**src/rtl/crc_frame_arbiter.sv**
```systemverilog
// rtl/crc_frame_arbiter.sv - frame-granular round-robin sharing of one byte-serial CRC-16 engine
module crc_frame_arbiter #(
    parameter logic [15:0] POLY    = 16'h1021,
    parameter logic [15:0] INIT    = 16'h0000,
    parameter int          MAX_LEN = 256,
    parameter int          LEN_W   = 9
) (
    input  logic             clk,
    input  logic             reset,
    input  logic             req0_valid,
    input  logic [7:0]       req0_data,
    input  logic             req0_last,
    output logic             req0_ready,
    input  logic             req1_valid,
    input  logic [7:0]       req1_data,
    input  logic             req1_last,
    output logic             req1_ready,
    output logic             res_valid,
    input  logic             res_ready,
    output logic [15:0]      res_crc,
    output logic             res_id,
    output logic [LEN_W-1:0] res_len,
    output logic             res_err,
    output logic             busy
);

    typedef enum logic [1:0] {IDLE, RUN, RESULT} state_t;

    state_t           state, state_nxt;
    logic             id;
    logic             rr_pri;
    logic [15:0]      crc;
    logic [LEN_W-1:0] count;

    logic             cur_valid, cur_last, accept, at_max, frame_end, grant_sel;
    logic [7:0]       cur_data;
    logic [LEN_W-1:0] count_inc;
    logic [15:0]      crc_nxt;

    function automatic logic [15:0] crc_byte(input logic [15:0] c, input logic [7:0] d);
        logic [15:0] t;
        t = c ^ {8'h00, d};
        for (int i = 0; i < 8; i++) begin
            t = t[15] ? ((t << 1) ^ POLY) : (t << 1);
        end
        return t;
    endfunction

    assign cur_valid = id ? req1_valid : req0_valid;
    assign cur_data  = id ? req1_data  : req0_data;
    assign cur_last  = id ? req1_last  : req0_last;
    assign accept    = (state == RUN) && cur_valid;
    assign count_inc = count + 1'b1;
    assign at_max    = (count_inc == LEN_W'(MAX_LEN));
    assign frame_end = accept && (cur_last || at_max);
    assign crc_nxt   = crc_byte(crc, cur_data);
    // Preferred requester wins when it is asking; otherwise the other one must be.
    assign grant_sel = (rr_pri ? req1_valid : req0_valid) ? rr_pri : ~rr_pri;

    always_ff @(posedge clk or posedge reset) begin
        if (reset) begin
            state <= IDLE;
        end else begin
            state <= state_nxt;
        end
    end

    always_comb begin
        state_nxt = state;
        case (state)
            IDLE:    if (req0_valid || req1_valid) state_nxt = RUN;
            RUN:     if (frame_end)                state_nxt = RESULT;
            RESULT:  if (res_ready)                state_nxt = IDLE;
            default:                               state_nxt = IDLE;
        endcase
    end

    // Readys depend on state and owner only, never on the requesters' valids.
    always_comb begin
        req0_ready = (state == RUN) && !id;
        req1_ready = (state == RUN) &&  id;
    end

    always_ff @(posedge clk or posedge reset) begin
        if (reset) begin
            id        <= 1'b0;
            rr_pri    <= 1'b0;
            crc       <= INIT;
            count     <= '0;
            res_valid <= 1'b0;
            res_crc   <= 16'h0000;
            res_id    <= 1'b0;
            res_len   <= '0;
            res_err   <= 1'b0;
            busy      <= 1'b0;
        end else begin
            case (state)
                IDLE: begin
                    if (req0_valid || req1_valid) begin
                        id    <= grant_sel;
                        crc   <= INIT;
                        count <= '0;
                    end
                end
                RUN: begin
                    if (accept) begin
                        crc   <= crc_nxt;
                        count <= count_inc;
                    end
                    if (frame_end) begin
                        res_crc <= crc_nxt;
                        res_id  <= id;
                        res_len <= count_inc;
                        res_err <= !cur_last;
                    end
                end
                RESULT: begin
                    if (res_ready) rr_pri <= ~id;
                end
                default: ;
            endcase
            res_valid <= (state_nxt == RESULT);
            busy      <= (state_nxt != IDLE);
        end
    end

endmodule

```
**config.mk**
```make
export PLATFORM = sky130hd
export DESIGN_NAME = crc_frame_arbiter
export DESIGN_NICKNAME = d
export VERILOG_FILES = /design/src/rtl/crc_frame_arbiter.sv
export SDC_FILE = /design/constraint.sdc
export NUM_CORES = 1
export LEC_CHECK = 0
export CAP_MARGIN = 20
export CORE_MARGIN = 4
export CORE_UTILIZATION = 50
export DETAILED_ROUTE_END_ITERATION = 6
export PLACE_DENSITY = 0.84
export SYNTH_ARGS = -nofsm -noshare
export SYNTH_HDL_FRONTEND = slang
export SYNTH_SLANG_ARGS = --single-unit
```
**constraint.sdc**
```tcl
create_clock -name clk -period 2.3 [get_ports clk]
set_input_delay 0.69 -clock clk [delete_from_list [all_inputs] [get_ports clk]]
set_output_delay 0.69 -clock clk [all_outputs]
set_load 0.005 [all_outputs]
```
After elaboration in Yosys (flattened, before gate mapping)
Cells that the tools add are included.
{"block": "word_totals", "out_inout_bits": 31, "word_cells": 67, "input_bits": 23, "reg_bits": 58}
{"block": "classes", "n_eq_ne": 6, "bitwise_logic": 11, "n_mux": 23, "reduce_logical": 15, "add_sub_neg": 1}
{"op": "13-bit two-way mux", "n": 8}
{"op": "16-bit two-way mux", "n": 2}
{"op": "16-bit case mux with 2 select lines", "n": 1}
{"op": "3-bit NOT", "n": 8}
{"op": "9-bit two-way mux", "n": 2}
{"op": "9-bit case mux with 2 select lines", "n": 1}
{"op": "16-bit by 8-bit bitwise XOR with 16-bit output", "n": 1}
{"op": "9-bit by 1-bit adder with 9-bit output (second input constant)", "n": 1}
{"op": "9-bit == test (second input constant)", "n": 1}
{"op": "8-bit two-way mux", "n": 1}
{"op": "2-bit two-way mux", "n": 3}
{"op": "2-bit case mux with 3 select lines", "n": 1}
{"op": "2-bit AND reduction", "n": 3}
{"op": "2-bit == test (second input constant)", "n": 2}
{"op": "1-bit logical AND", "n": 4}
{"op": "1-bit two-way mux", "n": 4}
{"op": "2-bit inequality test (second input constant)", "n": 2}
{"op": "2-bit nonzero test", "n": 2}
{"op": "3-bit AND reduction", "n": 1}
{"op": "2-bit by 1-bit == test with 1-bit output (second input constant)", "n": 1}
{"op": "1-bit logical NOT", "n": 2}
{"op": "2-bit logical NOT", "n": 1}
{"op": "1-bit logical OR", "n": 2}
{"op": "1-bit NOT", "n": 2}

Longest topological paths before layout
Gate-level depths: netlist of run 1.
{"block": "depth", "depth_word": 20, "mapped_depth": 8, "depth_no_buf": 5}

Least setup slack after synthesis of run 1
OpenSTA, ideal clock, no wires.
{"block": "synth_path", "kind": "register to register", "from": "reg count[0]", "to": "reg res_crc[0]", "setup_slack_ps": 283, "setup_time_ps": 125, "n_path_buf": 3, "synth_period_minus_slack_ps": 2017, "t_arrival_ps": 1892, "path_stages_with_launch": 9, "required_ps": 2175, "path_cell_list": "dfrtp_1 -> ha_1 -> clkbuf_1 -> and4b_1 -> nand3_1 -> a31oi_4 -> buf_6 -> buf_12 -> mux2_4"}
{"block": "synth_between", "elab_chain_len": 5}
{"element": "from (decl)", "line": "33", "text": "logic [LEN_W-1:0] count;"}
{"element": "from (signal assigned)", "line": "108", "text": "count <= count_inc;"}
{"element": "9-bit by 1-bit adder with 9-bit output", "line": "53", "text": "assign count_inc = count + 1'b1;"}
{"element": "9-bit == test", "line": "54", "text": "assign at_max = (count_inc == LEN_W'(MAX_LEN));"}
{"element": "1-bit logical OR", "line": "55", "text": "assign frame_end = accept && (cur_last || at_max);"}
{"element": "1-bit logical AND", "line": "55"}
{"element": "2-bit AND reduction (no line)"}
{"element": "to (signal assigned)", "line": "111", "text": "res_crc <= crc_nxt;"}
{"element": "to (decl)", "line": "20", "text": "output logic [15:0] res_crc,"}
Every way passes these cells.
A chain may end at the register's enable or synchronous reset.

Worst setup path in the final report of run 1
{"block": "layout_path", "from": "reg state[1]", "to": "out req0_ready"}
{"block": "layout_between", "elab_chain_len": 2}
{"element": "from (decl)", "line": "29", "text": "state_t state, state_nxt;"}
{"element": "from (signal assigned)", "line": "64", "text": "state <= state_nxt;"}
{"element": "2-bit by 1-bit == test with 1-bit output", "line": "80", "text": "req0_ready = (state == RUN) && !id;"}
{"element": "1-bit logical AND", "line": "80"}
{"element": "to (decl)", "line": "13", "text": "output logic req0_ready,"}
Every way passes these cells.

==> out/qor.txt, run 1 <==
mux share of post-synthesis cell area: 15.4%
largest net degree at the start of global routing: 40
Peak VDD IR: 777 uV
max cap viols: 0
Adder-Cell Fraction of Synth Area: 0.446%
Post-CTS Hold Fix Bufs: 0
Finished Cell Area: 3670 sq um
CTS H-tree lvls: 3
critical setup path kind: reg2out
simple-gate share of the synthesized area: 6.70%
diode count: 0
fmax: 448 MHz
post-synthesis async set-or-reset flop share: 100%
Pins Over Slew Limit: 0
pwr dens: 1330 nW/um^2
final setup vio count: 0
Worst Path Required: 1610 ps
largest area contributor in the netlist: dfrtp_1
Wirelength per Cell: 16.3 um
M3 GR Usage: 5.84%
syn nets: 249
final hold vios: 0
Skew-Pair Late Insertion Delay: 330 ps
hpwl dp: 4240 um
placed cell area: 3480 sq um
CP arrival: 1540 ps
CTS Buffer Depth: 2
sequential cell area: 1460 sq um
Synth Area in Compound Gates: 11.7%
largest family of logic cells by synthesized area: multiplexers
RSZ-0062 raised after global routing: false
overall routed net length: 5930 um
Fillers: 396
Multi-input gate area: 1240 sq um
most frequent cells in the layout: dfrtp_1 (55), clkdlybuf4s50_1 (53), xnor2_1 (19)
Critical Path End Type: primary output
CP Max Fanout: 7
startpoint class of the critical path: flip-flop
Layout area overhead: 31.1%
EDFF count, synth: 0
Most Crowded Layer GR: met2
site row count: 26
antenna violations before repair: 0
drt via density: 5.47
WHS: 485 ps
GPL Wtd Cong: 0.872
#FFs+latches synth: 58
Cells after Synth: 225
total CTS buffers: 9
first-pass GRT wire length: 10,300 um
Slew HR: 66.9%
number of distinct library cells after synthesis: 42
type of the most critical hold path: reg2reg
via count: 1,992
drt drc: 0
vias in the first global route: 2,088
die height: 82.9 um
Tmin final: 2230 ps
Seq/Total Area, Yosys: 51.8%
routing usage on met1: 24.4%
Die Area: 6870 sq um
Clock Skew: 6.59 ps
fraction of layout cells with a size suffix above 1: 20.7%
IO Count: 54
most common library cell in the layout ignoring fill and taps: dfrtp_1
final net count: 314
Initial DRT Pass Iterations: 4
total congestion overflow: 0
outcome: finished clean
average size of a mapped cell: 12.5 sq um
XOR/XNOR Fraction of Synth Area: 9.69%
Clock Pin Slew Worst Setup and Hold Paths: 60 ps
Ys Warns: 0
core region area: 5270 sq um
Yosys top cell area share: 51.8%
CTS tree: done
Root Buffer: clkbuf_8
Antenna Nets Post-Route: 0
Slew @ Worst Pin: 494 ps
GR Util met2: 28.9%
count of input and output buffers: 53
Initial Util: 53.2%
Die Wd: 82.9 um
Synth Cell Area: 2800 sq um
Static Leak: 1.64 nW
Final Cycle Share: 97.1%
gr usage total: 19.0%
largest cells by area after synthesis: dfrtp_1 (52%), xnor2_1 (5.9%), a22o_1 (5.6%)
CTS sink cnt: 58
initial drt markers: 173
final core utilization: 69.7%
Synth Flop Type: dfrtp_1
[critical path, cell delays in order (launching register included)]
cell and delay [ps]:
dfrtp_2 440, nand2b_4 180, nor2_1 90, clkdlybuf4s50_1 500
[kinds of logic after synthesis]
logic type,count (synthesis)
AOI/OAI and AO/OA,43
xor gates and xnor gates,31
adders and majority gates,1
buffers and inverters,21
DFF,58
muxes,36
and+or+nand+nor,35
[worst paths after layout]
kind / from / end / slack, ps / depth (start not counted)
worst max-delay path: state[1]$_DFF_PP0_ / req0_ready / 70 / 3
worst min-delay path: rr_pri$_DFFE_PP0P_ / rr_pri$_DFFE_PP0P_ / 490 / 2
worst max register to register: count[0]$_DFFE_PP0P_ / res_crc[4]$_DFFE_PP0P_ / 160 / 6
worst min register to register: rr_pri$_DFFE_PP0P_ / rr_pri$_DFFE_PP0P_ / 490 / 2
max in group asynchronous: reset / res_crc[4]$_DFFE_PP0P_ / 1360 / 3
min in group asynchronous: reset / res_crc[1]$_DFFE_PP0P_ / 700 / 3
[cell type report]
cell class	count	area share (%)
clock buffers	12	4.22
clock inverters	3	0.409
inverters	6	0.613
multi-input cells	146	33.7
flip-flops and latches	58	39.6
well taps	70	2.38
repair buffers	69	19.1
[power by group]
group          switching [W]  internal, W
sequential          0.000312      0.00140
combinational        0.00101      0.00136
clock               0.000384     0.000438
[per-stage QoR]
stage / power [W] / instances / setup TNS (ps) / setup WS (ps)
6_report: 0.00490 / 364 / 0 / 65.7
3_3_place_gp: 0.00396 / 347 / -7510 / -196
2_1_floorplan: 0.00316 / 225 / 0 / 182
5_1_grt: 0.00522 / 364 / 0 / 11.2
4_1_cts: 0.00492 / 362 / 0 / 18.7
3_5_place_dp: 0.00405 / 347 / -9710 / -252
[routing by layer]
layer | vias up | part of all wire [%] | wire length [um]
met3 | 13 | 5.4 | 319
met4 | 0 | 2.8 | 165
met1 | 979 | 43 | 2570
met2 | 68 | 49 | 2880
li1 | 932 | - | -
met5 | - | 0 | 0
[Yosys cell counts (2+ instances only)]
cell type	instances
nand2_1	6
a21oi_1	5
a22o_1	18
or3_1	2
xnor2_1	19
clkbuf_1	5
buf_2	4
mux2_2	14
inv_1	6
o21ai_0	9
nand4_1	2
buf_4	3
dfrtp_1	58
mux2i_1	11
xor2_1	12
nor3_1	4
nand3_1	5
o31ai_1	2
a2bb2oi_1	2
mux2_4	10
nor2_1	6
and3_1	2
[flip-flops by register name, summed over array words and instances, names as in the netlist]
name and flops:
rr_pri 1, crc 16, res_len 9, id 1, res_err 1, res_id 1, res_crc 16, state 2
busy 1, res_valid 1, count 9
[repair_timing]
action | 4_1_cts | 5_1_grt
setup buffers | 0 | 2
gates resized for setup | 4 | 1
endpoints found under the setup margin | 2 | 2
No activity file was read; power rests on OpenSTA's default activity.
==> run 2, diff against run 1 <==
- CORE_UTILIZATION: 50 -> 47
- PLACE_DENSITY: 0.84 -> 0.83
- clock period: 2.3 -> 1.9 ns (I/O delays scaled with it)
==> run 2 against run 1 <==
Effect of this change: die area is 5.8% higher; critical endpoint is now res_len[5]$_DFFE_PP0P_; clock power is 7.9% higher; sequential power is 18% higher; flip-flop and latch count stayed put; worst setup slack worse by 36 ps; via count is 6.1% higher; largest cell class unchanged; count of clock-buffer cells in the layout stayed put; first-iteration DRC count is 42% lower; clock skew hardly changed; highest routed layer unchanged; power is 30% higher.
==> out/qor.txt, run 2 (same netlist as run 1, synthesis figures left out) <==
outcome: finished clean
Layout area overhead: 40.4%
Skew-Pair Late Insertion Delay: 330 ps
most common library cell in the layout ignoring fill and taps: dfrtp_1
Die Area: 7260 sq um
type of the most critical hold path: reg2reg
gr usage total: 19.9%
pwr dens: 1610 nW/um^2
antenna violations before repair: 0
CP arrival: 2080 ps
Clock Pin Slew Worst Setup and Hold Paths: 60 ps
Die Wd: 85.2 um
Slew HR: 68.8%
Antenna Nets Post-Route: 0
max cap viols: 0
Crit path max-delay family: multiplexers
critical setup path kind: reg2reg
dpl ws: -445 ps
initial drt markers: 100
Post-CTS Hold Fix Bufs: 0
first-pass GRT wire length: 11,300 um
vias in the first global route: 2,255
drt via density: 5.45
Initial DRT Pass Iterations: 4
Worst Setup SP: id$_DFFE_PP0P_
CP Max Fanout: 7
Tmin final: 1870 ps
CP max stage cell: dfrtp_2
Initial Util: 49.7%
diode count: 0
Final Cycle Share: 98.4%
IO Count: 54
CTS sink cnt: 58
largest net degree at the start of global routing: 59
fmax: 535 MHz
Pins Over Slew Limit: 0
total CTS buffers: 9
via count: 2,113
final setup vio count: 0
final core utilization: 69.7%
RR Startpoint: id$_DFFE_PP0P_
core region area: 5640 sq um
count of input and output buffers: 53
hold wc startpoint: res_err$_DFFE_PP0P_
Slew @ Worst Pin: 465 ps
CTS Buffer Depth: 2
startpoint class of the critical path: flip-flop
hpwl dp: 4450 um
final net count: 338
WP buf/inv: 3
GPL Wtd Cong: 0.899
Peak VDD IR: 941 uV
fraction of layout cells with a size suffix above 1: 29.1%
Worst Path Required: 2110 ps
Top Registers: crc x16, res_crc x16
Critical Path End Type: flip-flop
most frequent cells in the layout: dfrtp_1 (54), clkdlybuf4s50_1 (49), buf_4 (31)
drt drc: 0
total congestion overflow: 0
Static Leak: 1.78 nW
Root Buffer: clkbuf_8
CTS tree: done
die height: 85.2 um
final hold vios: 0
overall routed net length: 6790 um
site row count: 27
Wirelength per Cell: 17.5 um
Setup WS post-layout: 29.6 ps
worst-path cell chain: buf_6 -> mux2i_4 -> or2_4 -> a31oi_4 -> buf_4 -> clkbuf_16 -> mux2_4
Fillers: 390
Largest stage delay, worst path: 400 ps
Clock Skew: 6.42 ps
CTS H-tree lvls: 3
==> run 2: cell types whose count changed in the layout (fill, tap and decap cells not counted), moves of 3 or more <==
cell	before	now
buf_4	12	31
clkdlybuf4s50_1	53	49
mux2_2	14	11
mux2_4	10	13
==> run 2: what timing repair did <==
action	4_1_cts	5_1_grt
gates cloned	1	1
pin swaps	1	4
resized for setup	14	16
setup endpoints to repair	35	23
setup buffers	6	6
==> run 2: worst reg2reg max path: stages, from the launching register on <==
cell	delay, ps
dfrtp_2	400
buf_6	120
mux2i_4	180
or2_4	250
a31oi_4	180
buf_4	160
clkbuf_16	150
mux2_4	300
==> run 2: layer usage <==
metal	vias up	GRT usage, %	share of wire, %
li1	980	-	-
met1	1042	25.5	43
met2	76	32.2	49
met3	15	4.37	5.4
met4	0	9.06	2.6
met5	-	0	0
==> run 2: stage by stage <==
stage | setup TNS (ps) | power [W] | cell area (sq um) | hold slack (ps) | instances
4_1_cts | -120 | 0.00627 | 3870 | 494 | 383
3_3_place_gp | -18840 | 0.00507 | 3620 | 463 | 363
6_report | 0 | 0.00635 | 3930 | 497 | 388
2_1_floorplan | -50.2 | 0.00388 | 2850 | 449 | 225
5_1_grt | -74.0 | 0.00676 | 3930 | 523 | 388
3_5_place_dp | -19720 | 0.00515 | 3620 | 480 | 363
==> run 2: power by group <==
group / internal (W) / total [W] / switching [W]
Combinational: 0.00198 / 0.00345 / 0.00146
Sequential: 0.00169 / 0.00201 / 0.000320
Clock: 0.000450 / 0.000887 / 0.000437
==> run 2: path summary, 6_finish.rpt <==
kind | endpoint | slack [ps] | depth (start not counted)
max | res_len[5]$_DFFE_PP0P_ | 30 | 7
min | res_err$_DFFE_PP0P_ | 500 | 1
max reg2reg | res_len[5]$_DFFE_PP0P_ | 30 | 7
min reg2reg | res_err$_DFFE_PP0P_ | 500 | 1
max in group asynchronous | count[6]$_DFFE_PP0P_ | 970 | 3
min in group asynchronous | res_len[0]$_DFFE_PP0P_ | 660 | 3
==> run 2: final cells by class <==
type                    count  area (sq um)  area share (%)
multi-input cells         146          1300            33.0
well taps                  72          90.1            2.29
clock buffers              12           135            3.44
repair buffers             93           921            23.4
inverters                   6          26.3           0.668
flip-flops and latches     58          1460            37.0
clock inverters             1          5.00           0.127
==> run 3, diff against run 2 <==
- SLEW_MARGIN: default -> 20
==> results of run 3 <==
Same layout as run 2: the final DEF is identical, and so are final timing and power.
==> RTL change 1 (settings of run 1) <==
Make the reset (`reset`) synchronous in 2 clocked blocks.
--- a/src/rtl/crc_frame_arbiter.sv
+++ b/src/rtl/crc_frame_arbiter.sv
@@ -58,5 +58,5 @@
     assign grant_sel = (rr_pri ? req1_valid : req0_valid) ? rr_pri : ~rr_pri;
 
-    always_ff @(posedge clk or posedge reset) begin
+    always_ff @(posedge clk) begin
         if (reset) begin
             state <= IDLE;
@@ -82,5 +82,5 @@
     end
 
-    always_ff @(posedge clk or posedge reset) begin
+    always_ff @(posedge clk) begin
         if (reset) begin
             id        <= 1'b0;
Check against the original RTL: differs if reset is asserted again (counterexample within 4 cycles, from zero or initial values and one cycle with reset high); with reset held inactive, the same outputs for 4 cycles.
==> RTL change 1 against run 1 <==
- die area grew 5.9%
- routed wire length increased by 32%
- design area increased by 10%
- area after synthesis increased by 6.6%
- synthesized cell count up 48%
- worst setup slack lost 0.019 ns
- critical path depth is the same
- sequential cell count stayed put
- maximum frequency down 0.83%
- critical path type unchanged
- critical endpoint is now req1_ready
- largest cell class is now multi-input combinational cells
Power is not compared: it rests on default switching activity, and its combinational part moved more than twofold at a synthesized area within 25%.
==> RTL change 1: results (changes against run 1) <==
crit path from state[1]$_SDFF_PP0_; post-synthesis cell type count 49 (+17%); post-place setup slack -0.193 ns (+0.0594 ns); placer congestion estimate 0.923 (+5.8%); Critical Path Sink req1_ready; area added between synthesis and finish 35.8%; Worst Path Arrival 1.56 ns (+0.02 ns); vias in the first global route 2650 (+27%); cells on worst reg2reg path 7 (+1); syn_nets 356 (+43%); top post-synthesis cells by area dfxtp_1, a211oi_1, mux2i_1, a211oi_2, a21oi_1; Synth Instances 332 (+48%); hold path start res_len[5]$_SDFFE_PP0P_; Layout Cells excl Fill 489 (+34%); Via density 5.60 (+2.3%); register area share after synthesis 38.9% (-13 points); nets@finish 436 (+39%); async set-reset flop share out of synthesis 0% (-100 points); largest net degree at the start of global routing 35 (-13%); fillers 416 (+5.1%); relative max-transition margin 61.2% (-5.7 points); Critical R2R Capture state[1]$_SDFF_PP0_; status complete, no violations; share of cells above drive strength 1 18.7% (-2.0 points); DP Area 3820 um^2 (+9.9%); post-route worst setup slack 0.0470 ns (-0.0186 ns); Routed WL per cell 16.1 um (-1.4%)
RTL change 1: cell count changes in the layout (fill, tap and decap cells not counted), sizes merged, moves of 9 or more:
cell	run 1	this run
buf	16	44
nand2	6	20
a211oi	1	28
a21oi	5	22
mux2	24	10
dfrtp	58	0
nor2	6	21
inv	6	16
a22o	18	0
dfxtp	0	58
nand2b	1	10
RTL change 1: what timing repair did:
item | 4_1_cts | 5_1_grt
endpoints found under the setup margin | 2 | 10
resized for setup | 3 | 5
cloned | 0 | 0
RTL change 1: layout make-up:
class	count	area share [%]
clock inverters	5	1.91
multi-input cells	231	40.6
repair buffers	96	21.6
flip-flops and latches	58	28.7
clock buffers	11	3.49
inverters	16	1.48
well taps	72	2.22
RTL change 1: kinds of logic (layout without fill, tap and decap cells):
kind of cell	count (synthesis)	after routing	share of synthesized area, %
and+or+nand+nor	98	98	17.0
adders and majority gates	1	1	0.419
xor gates and xnor gates	22	22	7.83
buffers and inverters	43	128	6.24
DFF	58	58	38.9
muxes	22	22	7.79
AOI/OAI and AO/OA	88	88	21.8
RTL change 1: metrics by stage:
step | total power, uW | hold slack (ns)
6_report | 2820 | 0.455
5_1_grt | 2930 | 0.482
4_1_cts | 2820 | 0.461
3_5_place_dp | 1790 | 0.451
3_3_place_gp | 1770 | 0.446
2_1_floorplan | 1490 | 0.448
RTL change 1: layer usage:
layer | global-route usage [%] | vias to the layer above | part of all wire (%)
met5 | 0 | - | 0
met4 | 9.93 | 0 | 1.8
met3 | 3.69 | 13 | 6.0
met2 | 33.1 | 98 | 45
met1 | 30.3 | 1269 | 47
li1 | - | 1357 | -
RTL change 1: power by group:
part / internal, uW / switching [uW]
Sequential: 1070 / 50.7
Combinational: 339 / 314
Clock: 636 / 408
Total: 2040 / 772
==> RTL change 2 (flow settings as in run 1) <==
Made on the original files. Change the parameter `LEN_W` from 9 to 11.
--- a/src/rtl/crc_frame_arbiter.sv
+++ b/src/rtl/crc_frame_arbiter.sv
@@ -4,5 +4,5 @@
     parameter logic [15:0] INIT    = 16'h0000,
     parameter int          MAX_LEN = 256,
-    parameter int          LEN_W   = 9
+    parameter int          LEN_W   = 11
 ) (
     input  logic             clk,
Ports: changed (resized res_len); port bits go from 54 to 56. The function was not compared with the original's and may differ.
==> RTL change 2 against run 1 <==
- synthesized cell count is 19% higher
- routed wire length is 18% higher
- area after synthesis is 6.9% higher
- largest cell class unchanged
- non-clock buffer count is 12 higher
- maximum frequency is 0.54% lower
- sequential cell count is 4 higher
- design area is 9.2% higher
- power is 4.1% higher
- utilization is 1.4 points higher
- largest power group unchanged
- sequential power is 2% higher
- worst setup slack worse by 0.012 ns
==> RTL change 2: results (changes against run 1) <==
status complete, no violations; static leakage 0.00184 uW (+12%); Met1 Wirelength 3140 um (+22%); multi-input logic cell count 174 (+19%); post-place setup slack -0.312 ns (-0.0592 ns); Worst Path Arrival 1.56 ns (+0.02 ns); met2 GRT Util 32.7% (+3.8 points); reg2reg setup slack 0.13 ns (-0.03 ns); fillers 399 (+0.76%); met3 Use GR 4.85% (-0.99 points); met1 usage 27.0% (+2.5 points); FF+latch count, synth 62 (+6.9%); Highest Clock Rate 445 MHz (-0.54%); met3 WL post-DR 412 um (+29%); first-pass GRT wire length 11500 um (+12%); vias in the first global route 2328 (+11%); multiplexer area fraction after synthesis 14.0% (-1.4 points); fin util 71.1% (+1.4 points); sequential share of cell area 38.7% (-0.88 points); Vias 2213 (+11%); Hold WS 0.486 ns (+0.00110 ns); largest net degree at the start of global routing 28 (-30%); Peak VDD IR 0.694 mV (-11%); R2R Path Start count[1]$_DFFE_PP0P_; Slew @ Worst Pin 0.551 ns (+0.0566 ns); NonClk Buf Share 19.9% (+0.85 points); share of cells above drive strength 1 18.1% (-2.7 points); top post-synthesis cells by area dfrtp_1, mux2i_1, xnor2_1, o21ai_0, mux2_2; syn_nets 291 (+17%); Worst path max stage delay 0.52 ns (+0.02 ns); Synth top cells by count dfrtp_1, xnor2_1, o21ai_0, mux2i_1, nand2_1; Port Buffers 55 (+3.8%); Int Pwr 3350 uW (+4.8%); DRT Wirelength 6990 um (+18%); GR Util All Layers 20.5% (+1.5 points); register area share after synthesis 51.8% (about the same); Core Region 5640 um^2 (+7.1%); clock network share of area 5.36% (+0.73 points); Routed WL per cell 16.6 um (+1.8%); Post-DP HPWL 5000 um (+18%); Synth Instances 267 (+19%); Synth Area in Adders 0.418% (-0.029 points); worst clock skew 0.00934 ns (+0.00275 ns); DP Area 3750 um^2 (+7.9%)
RTL change 2: changes by cell type after synthesis, sizes merged, moves of 3 or more:
cell and delta:
a22o -10, dfrtp +4, inv +10, mux2 -10, mux2i +12, nand2 +18, nor2 +7, nor3 -3
o21ai +17, xnor2 +8, xor2 -5
RTL change 2: power by group through the flow:
stage	sequential (uW)	clock (uW)	combinational, uW
after floorplan	1680	0	1360
after global placement	1740	0	2160
after detailed placement	1750	0	2230
after CTS	1750	1050	2270
after global routing	1800	1100	2500
final	1750	1050	2300
RTL change 2: final timing paths:
path | end | cells past startpoint
worst max-delay path | req1_ready | 3
worst min register to register | rr_pri$_DFFE_PP0P_ | 2
min in group asynchronous | count[3]$_DFFE_PP0P_ | 2
worst min-delay path | rr_pri$_DFFE_PP0P_ | 2
worst max register to register | res_len[8]$_DFFE_PP0P_ | 7
max in group asynchronous | res_crc[11]$_DFFE_PP0P_ | 3
